==> config.mk <==
export PLATFORM = sky130hd
export DESIGN_NAME = wptr_full_ctrl_flat
export DESIGN_NICKNAME = d
export VERILOG_FILES = /design/src/rtl/wptr_full_ctrl_if.sv /design/src/rtl/wptr_full_ctrl.sv /design/src/flat_wrapper.sv
export SDC_FILE = /design/constraint.sdc
export NUM_CORES = 1
export LEC_CHECK = 0
export CAP_MARGIN = 10
export CORE_UTILIZATION = 45
export CTS_BUF_LIST = sky130_fd_sc_hd__clkbuf_16
export DETAILED_ROUTE_END_ITERATION = 7
export HOLD_SLACK_MARGIN = 0.03
export PLACE_DENSITY_LB_ADDON = 0.05
export SYNTH_ARGS = -nofsm -noshare
export SYNTH_HDL_FRONTEND = slang
export SYNTH_SLANG_ARGS = --single-unit
==> constraint.sdc <==
create_clock -name wclk -period 4.1 [get_ports wclk]
set_input_delay 0.82 -clock wclk [delete_from_list [all_inputs] [get_ports wclk]]
set_output_delay 0.82 -clock wclk [all_outputs]
set_load 0.1 [all_outputs]
==> src/rtl/wptr_full_ctrl_if.sv <==
// Write-side FIFO pointer bus: write request, synchronised read pointer and
// threshold in; write enable/address, Gray pointer and status flags out.
interface wptr_full_ctrl_if #(
  parameter int ADDR_SIZE = 4
);
  logic                 winc;
  logic [ADDR_SIZE:0]   wq2_rptr;
  logic [ADDR_SIZE:0]   afull_thresh;
  logic                 wclr_ovf;
  logic                 wen;
  logic [ADDR_SIZE-1:0] waddr;
  logic [ADDR_SIZE:0]   wptr;
  logic                 wfull;
  logic                 walmost_full;
  logic [ADDR_SIZE:0]   wlevel;
  logic                 wovf;

  modport master (
    output winc, wq2_rptr, afull_thresh, wclr_ovf,
    input  wen, waddr, wptr, wfull, walmost_full, wlevel, wovf
  );

  modport slave (
    input  winc, wq2_rptr, afull_thresh, wclr_ovf,
    output wen, waddr, wptr, wfull, walmost_full, wlevel, wovf
  );
endinterface

==> src/rtl/wptr_full_ctrl.sv <==
// Async FIFO write-side controller: binary/Gray write pointer, full and
// almost-full flags, write-side occupancy and a sticky overflow flag.
module wptr_full_ctrl #(
  parameter int ADDR_SIZE = 4
) (
  input logic             wclk,
  input logic             wrst,
  wptr_full_ctrl_if.slave bus
);
  localparam int PW = ADDR_SIZE + 1;

  function automatic logic [PW-1:0] bin2gray(input logic [PW-1:0] b);
    return (b >> 1) ^ b;
  endfunction

  function automatic logic [PW-1:0] gray2bin(input logic [PW-1:0] g);
    logic [PW-1:0] b;
    b = '0;
    for (int i = 0; i < PW; i++) begin
      b[i] = ^(g >> i);
    end
    return b;
  endfunction

  logic [PW-1:0] wbin;
  logic [PW-1:0] wptr_q;
  logic          wfull_q;
  logic          walmost_full_q;
  logic [PW-1:0] wlevel_q;
  logic          wovf_q;

  logic          wen_c;
  logic [PW-1:0] wbinnext;
  logic [PW-1:0] wgraynext;
  logic [PW-1:0] rbin;
  logic [PW-1:0] levelnext;
  logic          wfull_val;
  logic          walmost_full_val;
  logic          wovf_next;

  always_comb begin
    wen_c     = bus.winc & ~wfull_q;
    wbinnext  = wbin + PW'(wen_c);
    wgraynext = bin2gray(wbinnext);
    rbin      = gray2bin(bus.wq2_rptr);
    // Modular difference stays correct when wbin wraps past the read pointer.
    levelnext = wbinnext - rbin;
    // Full when the next write pointer is exactly one lap ahead of the read pointer.
    wfull_val = (wgraynext == {~bus.wq2_rptr[ADDR_SIZE:ADDR_SIZE-1],
                               bus.wq2_rptr[ADDR_SIZE-2:0]});
    walmost_full_val = (levelnext >= bus.afull_thresh);
    // A write attempt while full takes priority over a clear in the same cycle.
    wovf_next = wovf_q;
    if (bus.winc && wfull_q) begin
      wovf_next = 1'b1;
    end else if (bus.wclr_ovf) begin
      wovf_next = 1'b0;
    end
  end

  // Stage boundary: all pointer and flag state registered on wclk
  always_ff @(posedge wclk or posedge wrst) begin
    if (wrst) begin
      wbin           <= '0;
      wptr_q         <= '0;
      wfull_q        <= 1'b0;
      walmost_full_q <= 1'b0;
      wlevel_q       <= '0;
      wovf_q         <= 1'b0;
    end else begin
      wbin           <= wbinnext;
      wptr_q         <= wgraynext;
      wfull_q        <= wfull_val;
      walmost_full_q <= walmost_full_val;
      wlevel_q       <= levelnext;
      wovf_q         <= wovf_next;
    end
  end

  assign bus.wen          = wen_c;
  assign bus.waddr        = wbin[ADDR_SIZE-1:0];
  assign bus.wptr         = wptr_q;
  assign bus.wfull        = wfull_q;
  assign bus.walmost_full = walmost_full_q;
  assign bus.wlevel       = wlevel_q;
  assign bus.wovf         = wovf_q;
endmodule
==> src/flat_wrapper.sv <==
// flat-port wrapper written by rule: the top's interface ports become plain ports
module wptr_full_ctrl_flat 
#(
  parameter int ADDR_SIZE = 4
)
  (wclk, wrst, bus_winc, bus_wq2_rptr, bus_afull_thresh, bus_wclr_ovf, bus_wen, bus_waddr, bus_wptr, bus_wfull, bus_walmost_full, bus_wlevel, bus_wovf);
  wptr_full_ctrl_if #(.ADDR_SIZE(ADDR_SIZE)) bus_i ();
  input logic wclk;
  input logic wrst;
  input wire logic [$bits(bus_i.winc)-1:0] bus_winc;
  input wire logic [$bits(bus_i.wq2_rptr)-1:0] bus_wq2_rptr;
  input wire logic [$bits(bus_i.afull_thresh)-1:0] bus_afull_thresh;
  input wire logic [$bits(bus_i.wclr_ovf)-1:0] bus_wclr_ovf;
  output wire logic [$bits(bus_i.wen)-1:0] bus_wen;
  output wire logic [$bits(bus_i.waddr)-1:0] bus_waddr;
  output wire logic [$bits(bus_i.wptr)-1:0] bus_wptr;
  output wire logic [$bits(bus_i.wfull)-1:0] bus_wfull;
  output wire logic [$bits(bus_i.walmost_full)-1:0] bus_walmost_full;
  output wire logic [$bits(bus_i.wlevel)-1:0] bus_wlevel;
  output wire logic [$bits(bus_i.wovf)-1:0] bus_wovf;
  assign bus_i.winc = bus_winc;
  assign bus_i.wq2_rptr = bus_wq2_rptr;
  assign bus_i.afull_thresh = bus_afull_thresh;
  assign bus_i.wclr_ovf = bus_wclr_ovf;
  assign bus_wen = bus_i.wen;
  assign bus_waddr = bus_i.waddr;
  assign bus_wptr = bus_i.wptr;
  assign bus_wfull = bus_i.wfull;
  assign bus_walmost_full = bus_i.walmost_full;
  assign bus_wlevel = bus_i.wlevel;
  assign bus_wovf = bus_i.wovf;
  wptr_full_ctrl #(.ADDR_SIZE(ADDR_SIZE)) u_core (.wclk(wclk), .wrst(wrst), .bus(bus_i));
endmodule
After elaboration in Yosys (flattened, before gate mapping)
Index checks and enable logic that the tools add are counted.
{ "word_totals": {"inputBits": 14, "ff_bits": 18, "output_inout_bits": 18, "elab_cells": 23} }
{ "op_classes": {"add_sub_neg": 2, "n_mux": 2, "reduce_logical": 7, "order_cmp": 1, "eq_ne": 1, "bitwise_logic": 4} }
{ "ops": {"columns": ["op", "n"], "rows": [
  ["5-bit XOR reduction", 5],
  ["5-bit by 1-bit adder with 5-bit output", 1],
  ["5-bit == test", 1],
  ["5-bit >= comparator", 1],
  ["5-bit subtractor", 1],
  ["4-bit by 5-bit XOR with 5-bit output", 1],
  ["1-bit two-way mux", 2],
  ["2-bit NOT", 1],
  ["2-bit nonzero test", 1],
  ["1-bit AND", 1],
  ["1-bit logical AND", 1],
  ["1-bit NOT", 1]
]} }

Logic depth before layout (Yosys ltp)
{ "depth": {"word_depth": 5, "ltp_mapped": 12, "mapped_depth_nobuf": 12} }

Worst setup path after synthesis
No wires, ideal clock.
{ "synth_timing": {"kind": "register to register", "start": "register u_core.wfull_q (netlist: u_core.bus.wfull)", "end": "register u_core.walmost_full_q (netlist: u_core.bus.walmost_full)", "arrival_ns": 3.794, "t_required_ns": 3.982, "setup_slack_ns": 0.188, "setup_time_ns": 0.118, "synth_period_minus_slack_ns": 3.912, "n_path_buf": 0, "stages_incl_launch_ff": 11, "path_cell_list": "dfrtp_1 > and2b_1 > and2_1 > ha_1 > xor2_2 > ha_1 > a221oi_1 > xnor2_1 > ha_1 > a21o_1 > a21o_1"} }
{ "synth_between": {"elab_chain_len": 5} }
{ "synth_rtl": {"columns": ["element", "line", "text"], "rows": [
  ["from (decl)", "wptr_full_ctrl.sv:27", "logic wfull_q;"],
  ["from (signal assigned)", "wptr_full_ctrl.sv:73", "wfull_q <= wfull_val;"],
  ["1-bit NOT", "wptr_full_ctrl.sv:42", "wen_c = bus.winc & ~wfull_q;"],
  ["1-bit AND", "wptr_full_ctrl.sv:42", null],
  ["named net bus_wen", "flat_wrapper.sv:14", "output wire logic [$bits(bus_i.wen)-1:0] bus_wen;"],
  ["5-bit by 1-bit adder with 5-bit output", "wptr_full_ctrl.sv:43", "wbinnext = wbin + PW'(wen_c);"],
  ["named net u_core.wbinnext[2]", "wptr_full_ctrl.sv:33", "logic [PW-1:0] wbinnext;"],
  ["5-bit subtractor", "wptr_full_ctrl.sv:47", "levelnext = wbinnext - rbin;"],
  ["named net u_core.levelnext[3]", "wptr_full_ctrl.sv:36", "logic [PW-1:0] levelnext;"],
  ["5-bit >= comparator", "wptr_full_ctrl.sv:51", "walmost_full_val = (levelnext >= bus.afull_thresh);"],
  ["named net u_core.walmost_full_val", "wptr_full_ctrl.sv:38", "logic walmost_full_val;"],
  ["to (signal assigned)", "wptr_full_ctrl.sv:74", "walmost_full_q <= walmost_full_val;"],
  ["to (decl)", "wptr_full_ctrl.sv:28", "logic walmost_full_q;"]
]} }
The timed path passes the listed nets, and every way through them passes these cells.
A chain may end at the register's enable or synchronous reset.

Final worst setup path
{ "layout_timing": {"start": "input bus_wq2_rptr[4]", "end": "register u_core.walmost_full_q (netlist: u_core.bus.walmost_full)"} }
{ "layout_between": {"elab_chain_len": 3, "word_cells_on_any_way": 7, "cone_classes": "add/sub: 1; order compare: 1; reduce/logical: 5"} }
{ "layout_rtl": {"columns": ["element", "line", "text"], "rows": [
  ["from (decl)", "flat_wrapper.sv:11", "input wire logic [$bits(bus_i.wq2_rptr)-1:0] bus_wq2_rptr;"],
  ["5-bit XOR reduction", "wptr_full_ctrl.sv:20", "b[i] = ^(g >> i);"],
  ["5-bit subtractor (*)", "wptr_full_ctrl.sv:47", null],
  ["named net u_core.levelnext[1]", "wptr_full_ctrl.sv:36", null],
  ["5-bit >= comparator (*)", "wptr_full_ctrl.sv:51", null],
  ["named net u_core.walmost_full_val", "wptr_full_ctrl.sv:38", null]
]} }
Mark *: on every way through the listed nets, which the timed path passes. The rest lies on a longest branch.

==> reports/metrics.cfg <==
[route]
via_per_inst = 4.64
vias = 664
wirelength_um = 1720
antenna_left = 0
dr.pass1.iters = 3
avgRoutedWirePerCell_um = 12.0
drt_iter0_markers = 8
drc = 0

[synthesis]
syn-num-nets = 105
synth_top_family_by_area = XOR/XNOR gates
synth.distinct_cells = 19
synth-simple-area-share = 0.0628
ys_seq_area_frac = 0.454
synth_edf_count = 0
ys_ff_latch = 17
synth_area_sq_um = 937
synth_area_per_cell_sq_um = 11.7
synth_compound_area_frac = 0.0721
async_flop_share = 1.00
synth-xor-area-share = 0.204
synth.most_common_cell = dfrtp_1
synth-adder-area-share = 0.155
synthTopCellsByArea = dfrtp_1 (45%), ha_1 (13%), xnor2_1 (11%)
synth_mux_area_frac = 0
synthFlopType = dfrtp_1
yosysTopAreaCell = dfrtp_1
ys_top_cells_by_count = dfrtp_1 (17), inv_1 (13), xnor2_1 (12), ha_1 (10), xor2_1 (8)
synthCells = 80
yosysTopAreaCellShare = 0.454
yosysWarnings = 0

[timing]
tightestPinTransition_ps = 972
clock.fmax_mhz = 268
fin_crit_sh = 0.910
slew_viol_final = 0
fin_ws_ps = 369
setup_viol = 0
fin_crit_ps = 3730
hold_violations = 0
setup_tns_ps = 0
clock-skew-final_ps = 1.24
relSlewSlack = 0.350
rsz0062_at_grt = no

[worst_hold_path]
min_path_type = register to register

[die]
core_area_sq_um = 1960
dieWidth_um = 47.6
ios = 32
num_rows = 16
die-area_sq_um = 2270
die_h_um = 47.6
initial_core_util = 0.478

[cells_and_area]
layout-drive-gt1-share = 0.0690
fin_area_sq_um = 1370
area_delta_synth_final_pct = 45.8
nets = 142
diodes = 0

[setup_path]
cp-start-kind = input pin
worstPathRequired_ps = 4240
path_class = input pin to register
cp-end-kind = register
crit_arrival_ps = 3870
cp_max_fo = 3

[cts]
htreeDepth = 1
clock-sinks = 17
tritoncts.num_buffers = 3
clk_pin_slew_ps = 50
cts_tree = yes
cts_resized = 0
clock_latency_ps = 250
post-cts-setup-buffers = 0
root_buffer = clkbuf_16
cts_buffer_depth = 2
postCtsHoldBufs = 0

[global_routing]
grt_pass1_vias = 654
grt_usage = 0.180
grt-ovfl-total = 0
grt_pass1_wl_um = 2730
antenna_found_initial = 0
grt_max_degree = 18

[placed_design]
post-place-ws_ps = 111
io_buffer_count = 31
dpl-instance-area_sq_um = 1290
place_congestion = 0.742
dpl.hpwl_um = 1330

[job]
drv_cap = 0

[status]
status = completed

[per-stage QoR]
step | hold slack [ps] | util | instances
3_3_place_gp | 501 | 0.656 | 139
3_5_place_dp | 537 | 0.656 | 139
2_1_floorplan | 746 | - | 80
5_1_grt | 594 | 0.696 | 143
4_1_cts | 548 | 0.696 | 143
6_report | 534 | 0.696 | 143
[state kept, by name (all words and copies together) (netlist names)]
name	count
u_core.bus.walmost_full	1
u_core.bus.wfull	1
u_core.bus.wlevel	5
u_core.bus.wovf	1
u_core.bus.wptr	4
u_core.wbin	5
[per-layer routing]
| layer | vias to the layer above | global-route usage | part of all wire |
|---|---|---|---|
| met3 | 2 | 0.0340 | 0.059 |
| li1 | 328 | - | - |
| met5 | - | 0 | 0 |
| met4 | 0 | 0.0833 | 0.011 |
| met2 | 21 | 0.299 | 0.50 |
| met1 | 313 | 0.227 | 0.43 |
[worst max-delay path, cell delays in order]
cell and delay, ps:
clkdlybuf4s50_1 440, xnor2_1 260, xor2_1 240, xor2_1 300
xnor2_1 110, ha_1 220, fa_1 490, inv_1 50
ha_1 260, a21o_1 160, a21o_1 170, a21o_1 170
a21o_1 160
[path summary, 6_finish.rpt]
path	end	startpoint	depth (start not counted)	slack, ps
setup / recovery	u_core.bus.walmost_full	bus_wq2_rptr[4]	13	370
hold / removal	u_core.bus.wovf	u_core.bus.wfull	2	530
setup reg to reg	u_core.bus.walmost_full	u_core.bus.wfull	10	1140
hold reg to reg	u_core.bus.wovf	u_core.bus.wfull	2	530
max in group asynchronous	u_core.wbin[4]	wrst	2	2720
min in group asynchronous	u_core.bus.wptr[0]	wrst	2	970
[cells by family after synthesis]
group | count (synthesis)
xor gates and xnor gates | 21
buffers and inverters | 13
DFF | 17
AOI/OAI and AO/OA | 8
and+or+nand+nor | 10
adders and majority gates | 11
[area by class of cell]
type	instances	area, sq um
timing repair buffer	32	315
tap	27	33.8
sequential	17	425
fill	175	596
clock inverter	1	5.00
clock buffer	3	75.1
multi-input combinational	50	463
inverter	13	48.8
[layout by cell type, fill, tap and decap left out, types with 2 or more instances in the layout]
master           instances
a21o_1                   4
a221oi_1                 2
buf_4                    2
clkbuf_16                3
clkdlybuf4s50_1         30
dfrtp_1                 17
ha_1                    10
inv_1                   13
nand3_1                  2
nor2b_1                  2
xnor2_1                 12
xor2_1                   8
Power is not shown: default switching activity piles up to over one toggle a cycle in this logic, so the estimate is an artifact.
